==> config.mk <==
export PLATFORM = sky130hd
export DESIGN_NAME = celem_monitor
export DESIGN_NICKNAME = d
export VERILOG_FILES = /design/src/rtl/celem_mon_pkg.sv /design/src/rtl/sync2.sv /design/src/rtl/celem_monitor.sv
export SDC_FILE = /design/constraint.sdc
export NUM_CORES = 1
export LEC_CHECK = 0
export BUFFER_PORTS_ARGS = -buffer_cell sky130_fd_sc_hd__buf_2
export CAP_MARGIN = 20
export CELL_PAD_IN_SITES_DETAIL_PLACEMENT = 1
export CELL_PAD_IN_SITES_GLOBAL_PLACEMENT = 1
export CORE_MARGIN = 8
export CORE_UTILIZATION = 42
export DETAILED_ROUTE_END_ITERATION = 7
export GPL_TIMING_DRIVEN = 0
export PLACE_DENSITY = 0.82
export SYNTH_ARGS = -nofsm -noshare
export SYNTH_HDL_FRONTEND = slang
export SYNTH_SLANG_ARGS = --single-unit
export TNS_END_PERCENT = 20
==> constraint.sdc <==
create_clock -name clk -period 2.6 [get_ports clk]
set_input_delay 0.52 -clock clk [delete_from_list [all_inputs] [get_ports clk]]
set_output_delay 0.52 -clock clk [all_outputs]
set_load 0.01 [all_outputs]
==> src/rtl/celem_mon_pkg.sv <==
// Shared FSM state encoding and violation codes for the C-element protocol monitor.
package celem_mon_pkg;

    typedef enum logic [1:0] {
        ST_LOW   = 2'd0,
        ST_ARM_R = 2'd1,
        ST_HIGH  = 2'd2,
        ST_ARM_F = 2'd3
    } state_t;

    localparam logic [1:0] ERR_NONE    = 2'd0;
    localparam logic [1:0] ERR_EARLY   = 2'd1;
    localparam logic [1:0] ERR_TIMEOUT = 2'd2;
    localparam logic [1:0] ERR_RETRACT = 2'd3;

    function automatic logic is_armed(input state_t s);
        return (s == ST_ARM_R) || (s == ST_ARM_F);
    endfunction

endpackage

==> src/rtl/sync2.sv <==
// Two-flop synchronizer bringing one asynchronous pin into the clk domain.
module sync2 (
    input  logic clk,
    input  logic rst_n,
    input  logic d,
    output logic q
);

    logic [1:0] sync_reg;

    always_ff @(posedge clk or negedge rst_n) begin
        if (!rst_n) begin
            sync_reg <= 2'b00;
        end else begin
            sync_reg <= {sync_reg[0], d};
        end
    end

    assign q = sync_reg[1];

endmodule

==> src/rtl/celem_monitor.sv <==
// Watches a C-element's inputs and output, counts legal output transitions and
// latches the first protocol violation (early switch, timeout, input retraction).
module celem_monitor
    import celem_mon_pkg::*;
#(
    parameter int TIMEOUT = 8,
    parameter int CNT_W   = 16
) (
    input  logic             clk,
    input  logic             rst_n,
    input  logic             in0,
    input  logic             in1,
    input  logic             out,
    input  logic             check_en,
    input  logic             clr,
    output logic             pending,
    output logic             error,
    output logic [1:0]       err_code,
    output logic [CNT_W-1:0] toggle_count
);

    localparam int                WAIT_W   = $clog2(TIMEOUT + 2);
    localparam logic [WAIT_W-1:0] WAIT_LIM = WAIT_W'(TIMEOUT);
    localparam logic [WAIT_W-1:0] WAIT_SAT = WAIT_W'(TIMEOUT + 1);
    localparam logic [CNT_W-1:0]  CNT_MAX  = '1;

    logic [2:0] pins;
    logic [2:0] synced;
    logic       s0, s1, so;

    assign pins = {out, in1, in0};

    generate
        for (genvar gi = 0; gi < 3; gi++) begin : g_sync
            sync2 u_sync (
                .clk   (clk),
                .rst_n (rst_n),
                .d     (pins[gi]),
                .q     (synced[gi])
            );
        end
    endgenerate

    assign s0 = synced[0];
    assign s1 = synced[1];
    assign so = synced[2];

    state_t             state_reg, state_next;
    logic [WAIT_W-1:0]  wait_reg;
    logic [2:0]         prime_reg;
    logic               err_reg;
    logic [1:0]         code_reg;
    logic [CNT_W-1:0]   count_reg;

    logic       both_hi, both_lo, first_sample;
    logic       viol, count_inc, stay_armed;
    logic [1:0] viol_code;

    assign both_hi      = s0 & s1;
    assign both_lo      = ~s0 & ~s1;
    // The synchronizers are primed after two edges; the very first real sample
    // may find out already high, which is an initial condition, not a transition.
    assign first_sample = prime_reg[1] & ~prime_reg[2];

    always_comb begin
        state_next = state_reg;
        viol       = 1'b0;
        viol_code  = ERR_NONE;
        count_inc  = 1'b0;
        stay_armed = 1'b0;
        case (state_reg)
            ST_LOW: begin
                if (so) begin
                    state_next = ST_HIGH;
                    if (first_sample) begin
                        count_inc = 1'b0;
                    end else if (both_hi) begin
                        count_inc = 1'b1;
                    end else begin
                        viol      = 1'b1;
                        viol_code = ERR_EARLY;
                    end
                end else if (both_hi) begin
                    state_next = ST_ARM_R;
                end
            end
            ST_ARM_R: begin
                if (so) begin
                    state_next = ST_HIGH;
                    count_inc  = 1'b1;
                end else if (!both_hi) begin
                    state_next = ST_LOW;
                    viol       = 1'b1;
                    viol_code  = ERR_RETRACT;
                end else begin
                    stay_armed = 1'b1;
                    if (wait_reg == WAIT_LIM) begin
                        viol      = 1'b1;
                        viol_code = ERR_TIMEOUT;
                    end
                end
            end
            ST_HIGH: begin
                if (!so) begin
                    state_next = ST_LOW;
                    if (both_lo) begin
                        count_inc = 1'b1;
                    end else begin
                        viol      = 1'b1;
                        viol_code = ERR_EARLY;
                    end
                end else if (both_lo) begin
                    state_next = ST_ARM_F;
                end
            end
            ST_ARM_F: begin
                if (!so) begin
                    state_next = ST_LOW;
                    count_inc  = 1'b1;
                end else if (!both_lo) begin
                    state_next = ST_HIGH;
                    viol       = 1'b1;
                    viol_code  = ERR_RETRACT;
                end else begin
                    stay_armed = 1'b1;
                    if (wait_reg == WAIT_LIM) begin
                        viol      = 1'b1;
                        viol_code = ERR_TIMEOUT;
                    end
                end
            end
            default: state_next = ST_LOW;
        endcase
    end

    always_ff @(posedge clk or negedge rst_n) begin
        if (!rst_n) begin
            state_reg <= ST_LOW;
            prime_reg <= 3'b000;
        end else begin
            state_reg <= state_next;
            prime_reg <= {prime_reg[1:0], 1'b1};
        end
    end

    // Counting past TIMEOUT by one and saturating makes the timeout fire once per arming.
    always_ff @(posedge clk or negedge rst_n) begin
        if (!rst_n) begin
            wait_reg <= '0;
        end else if (!check_en || !stay_armed) begin
            wait_reg <= '0;
        end else if (wait_reg != WAIT_SAT) begin
            wait_reg <= wait_reg + 1'b1;
        end
    end

    always_ff @(posedge clk or negedge rst_n) begin
        if (!rst_n) begin
            err_reg   <= 1'b0;
            code_reg  <= ERR_NONE;
            count_reg <= '0;
        end else if (clr) begin
            err_reg   <= 1'b0;
            code_reg  <= ERR_NONE;
            count_reg <= '0;
        end else begin
            if (viol && check_en && !err_reg) begin
                err_reg  <= 1'b1;
                code_reg <= viol_code;
            end
            if (count_inc && (count_reg != CNT_MAX)) begin
                count_reg <= count_reg + 1'b1;
            end
        end
    end

    assign pending      = is_armed(state_reg);
    assign error        = err_reg;
    assign err_code     = code_reg;
    assign toggle_count = count_reg;

endmodule

; ---- Word level (Yosys, flattened, before mapping)
; Cells that the tools add are included.
[totals]
latchBits = 0
n_memories = 0
romBits = 0
regBits = 34
wordCells = 90
output_inout_bits = 20
input_bits = 7
mem_bits_rw = 0
[op_classes]
n_bitwise = 6
n_mux = 50
order_cmp = 0
shifts = 0
mul = 0
div_mod_pow = 0
add_sub_neg = 2
n_reduce_logical = 13
n_eq_ne = 10
[ops]
columns = operator, n
row1 = $mux 16, 2
row2 = $mux 2, 15
row3 = $mux 1, 26
row4 = $add 16x1->16 const B, 1
row5 = $ne 16x16->1 const B, 1
row6 = $pmux 2 s4, 2
row7 = $mux 4, 2
row8 = $pmux 1 s4, 2
row9 = $ne 3x2->1 const B, 2
row10 = $ne 3x3->1 const B, 2
row11 = $reduce_bool 2->1, 3
row12 = $add 4x1->4 const B, 1
row13 = $eq 2x2->1 const B, 2
row14 = $eq 4x4->1 const B, 1
row15 = $ne 4x4->1 const B, 1
row16 = $reduce_and 4->1, 1
row17 = $and 1x1->1, 3
row18 = $logic_and 1x1->1, 3
row19 = $logic_not 1->1, 3
row20 = $not 1->1, 3
row21 = $eq 2x1->1 const B, 1
row22 = $logic_not 2->1, 1
row23 = $logic_or 1x1->1, 2
row24 = $pmux 1 s2, 1

; ---- Depth between registers and ports, before layout
[depth]
depth_word = 9
depth_mapped = 7
ltp_nobuf = 7

; ---- Modules after synthesis
; Synthesis repeated with hierarchy kept, for this count alone.
[hier_totals]
hier_cells = 173
area_unflattened_um2 = 1749.2
[by_module_without_submodules]
columns = mod, area_per_inst_um2, seq_area_each_um2, cells_per_inst, instances
row1 = celem_monitor, 1599.0, 700.7, 167, 1
row2 = sync2, 50.0, 50.0, 2, 3

; ---- Worst setup path before layout
; OpenSTA, ideal clock, no wires.
[synth_timing]
path_type = flip-flop to flip-flop
from = register count_reg[0], in the netlist toggle_count[0]
to = register count_reg[14], in the netlist toggle_count[14]
stages_incl_launch_ff = 7
arrival_ns = 1.901
required_ns = 2.473
slack_ns = 0.572
period_less_slack_ns = 2.028
setup_time_ns = 0.127
path_cell_list = dfrtp_1 -> ha_1 -> nand3_1 -> or4_1 -> a211oi_1 -> nand3_1 -> mux2_1
[synth_via]
elab_chain_len = 3
elab_cells_between_ends = 6
cone_classes = add/sub (1) / eq/ne (1) / mux (2) / reduce/logical (2)
[synth_rtl]
columns = element, line_no
row1 = from (decl), celem_monitor.sv:53  ; logic [CNT_W-1:0] count_reg;
row2 = from (signal assigned), celem_monitor.sv:172  ; count_reg <= count_reg + 1'b1;
row3 = $add 16x1->16 or $ne 16x16->1 (tied branches), "celem_monitor.sv:172, celem_monitor.sv:171"
row4 = $mux 16 or $logic_and 1x1->1 (tied branches), celem_monitor.sv:171  ; if (count_inc && (count_reg != CNT_MAX)) begin
row5 = $mux 16 or $reduce_bool 2->1 (tied branches), n/a
; Several ways; a longest one is shown, not always the timed one. The select of a mux whose other input is x is not followed.
; A chain may end at the register's enable or synchronous reset.

; ---- Final worst setup path
; Same ends and word-level chain as after synthesis.

==> results_dict.tcl <==
set metrics [dict create \
    outcome "finished clean" \
    drive_above_1_share 0.2077 \
    synthTopCellsByCount "dfrtp_1 (34), nor2_1 (19), a21oi_1 (14), nand2_1 (14), nand3_1 (11)" \
    timing.rr.start "toggle_count[0]" \
    start_kind "flop" \
    rsz0062_at_grt "false" \
    worstSetupPathType "reg2reg" \
    p_switching_uw 241.6 \
    post_cts_buffers 0 \
    synthCells 175 \
    cts_resized 0 \
    power.clock.fraction 0.370 \
    relSlewSlack 0.5010 \
    crit_start "toggle_count[0]" \
    core_area_um2 3943 \
    drt_iter0_drc 52 \
    cp_common_cell "nand3_1" \
    root_buffer "clkbuf_8" \
    worstPathCellList "ha_1 -> nand3_1 -> or4_1 -> a211oi_1 -> nand3_1 -> mux2_1" \
    async_reset_ff_frac 1.000 \
    path_clk_slew_ps 70 \
    die_width_um 79.54 \
    hold_buffers 0 \
    finalNetCount 219 \
    largest_reg_flops 16 \
    critPathMaxStageDelay_ps 430 \
    globalRouteOverflowTotal 0 \
    reg2regPathDepth 6 \
    p_per_area_nw_per_um2 517.9 \
    synth_top_cells_by_area "dfrtp_1 (50%), nor2_1 (4.2%), a21oi_1 (4.1%)" \
    cellLeakagePower_uw 0.0009110 \
    dpl.hpwl_um 3162 \
    setup_viol 0 \
    cpMaxStageDelayCell "a211oi_1" \
    setup_tns_ps 0 \
    yosysSeqAreaShare 0.5018 \
    drc_errors 0 \
    post-synth-top-area-fraction 0.5018 \
    clockBufferDepth 2 \
    worst_ep_required_time_ps 2770 \
    synth-seq-cells 34 \
    cts_inserted_buffers 5 \
    grt_usage 0.1442 \
    worstMarginPinSlew_ps 748.6 \
    synth_ff_type "dfrtp_1" \
    skew_ps 7.187 \
    r2r_slack_ps 370 \
    antenna_found_initial 0 \
    arrival_ps 2400 \
    hp-class "in2async" \
    syn_area_per_cell_um2 9.688 \
    routed_via_density 5.591 \
    fmax_mhz 448.6 \
    peakVddDrop_uv 367.3 \
    n_antenna_cell 0 \
    pwr-share-seq 0.541 \
    share_comb_of_total_power 0.089 \
    clkSinkCount 34 \
    initial_core_util 0.4300 \
    syn-num-nets 186 \
    maxSlewViolCount 0 \
    p_sw_frac 0.2367 \
    antenna_left 0 \
    hold_viol 0 \
    pin_count 27 \
    ys_warn_count 0 \
    fp.dieH_um 79.54 \
    synth.largest_area_cell "dfrtp_1" \
    syn2layout_area_growth_pct 16.24 \
    reg2reg_to "toggle_count[14]" \
    grt_pass1_vias 1532 \
    portBuffers 26 \
    synth-edff-count 0 \
    dieArea_um2 6326 \
    clock_latency_ps 280 \
    grt_pass1_wl_um 7258 \
    cts_tree "built" \
    netlist_area_um2 1695 \
    internal-power_uw 779.0 \
    routed_wl_um 4124 \
    maxCapViolCount 0 \
    vias 1437 \
    place.gp.congestion 0.8033 \
    htree_levels 2 \
    grt_max_degree 35 \
    cp_max_fo 5 \
    synth_cell_types 41 \
    num_rows 23 \
    wl_per_cell_um 16.05 \
    end_kind "flop" \
    drtPass1Iterations 4 \
    fin_crit_ps 2229 \
    yosysMostFrequentCell "dfrtp_1" \
    min_period_over_period 0.8574 \
    utilization 0.4998 \
]
## worst max-delay path by stage
stage	endpoint	cells past startpoint
final	toggle_count[14]	6
after floorplan	toggle_count[14]	6
after CTS	toggle_count[14]	6
after global placement	toggle_count[14]	6
after global routing	toggle_count[14]	6
after detailed placement	toggle_count[14]	6
## power groups by stage
stage	Combinational (uW)	Clock, uW	Sequential [uW]
floorplan	51.4	0	563
global placement	87.2	0	561
detailed placement	93.4	0	562
CTS	93.4	396	552
global route	103	414	554
finish	91.3	377	552
## critical path, delay by kind of cell (launching register included)
kind / cells / cell delay (ps)
adder cells (fa/ha/maj): 1 / 270
AO/OA/AOI/OAI: 1 / 430
AND/OR/NAND/NOR: 3 / 690
flip-flops: 1 / 400
multiplexers: 1 / 330
## cells by family after synthesis
family,after synthesis,share of synthesized area
simple gates,74,0.2251
buf+inv,14,0.03395
fa+ha+maj,4,0.02952
flops,34,0.5018
other cells,1,0.002212
xor+xnor,5,0.02583
mux,8,0.05166
compound gates,35,0.1299
## area by class of cell
type,instances,area [um2]
buffer,8,35.03
timing repair buffer,26,130.1
clock buffer,6,82.58
sequential,34,850.8
multi-input combinational,127,787.0
fill,465,1972
inverter,6,22.52
tap,50,62.56
## metal layers
metal / track usage / vias to the layer above / wire length [um]
met5: 0 / - / 0
met4: 0.05556 / 0 / 55
met3: 0.04730 / 5 / 225
met2: 0.2486 / 28 / 2101
met1: 0.1601 / 724 / 1742
li1: - / 680 / -
## metrics by stage
step	cell area, um2	power [uW]	hold slack, ps	setup slack, ps	std cells
2_1_floorplan	1695	614.2	224.4	571.8	175
3_3_place_gp	1888	648.2	332.5	443.0	251
3_5_place_dp	1888	655.5	336.4	362.0	251
4_1_cts	1971	1042	325.7	350.4	257
5_1_grt	1971	1071	332.4	168.3	257
6_report	1971	1021	298.9	370.8	257
## placed cells by master, fill, tap and decap left out, types with 5 or more instances in the layout
cell / n
clkbuf_8: 6
nand4_1: 5
nand3_1: 11
o21ai_0: 6
dfrtp_1: 34
nor2b_1: 7
buf_2: 30
a21oi_1: 14
inv_1: 6
nand2_1: 14
or3_1: 5
nor2_1: 19
Power figures use the tool's default switching activity.
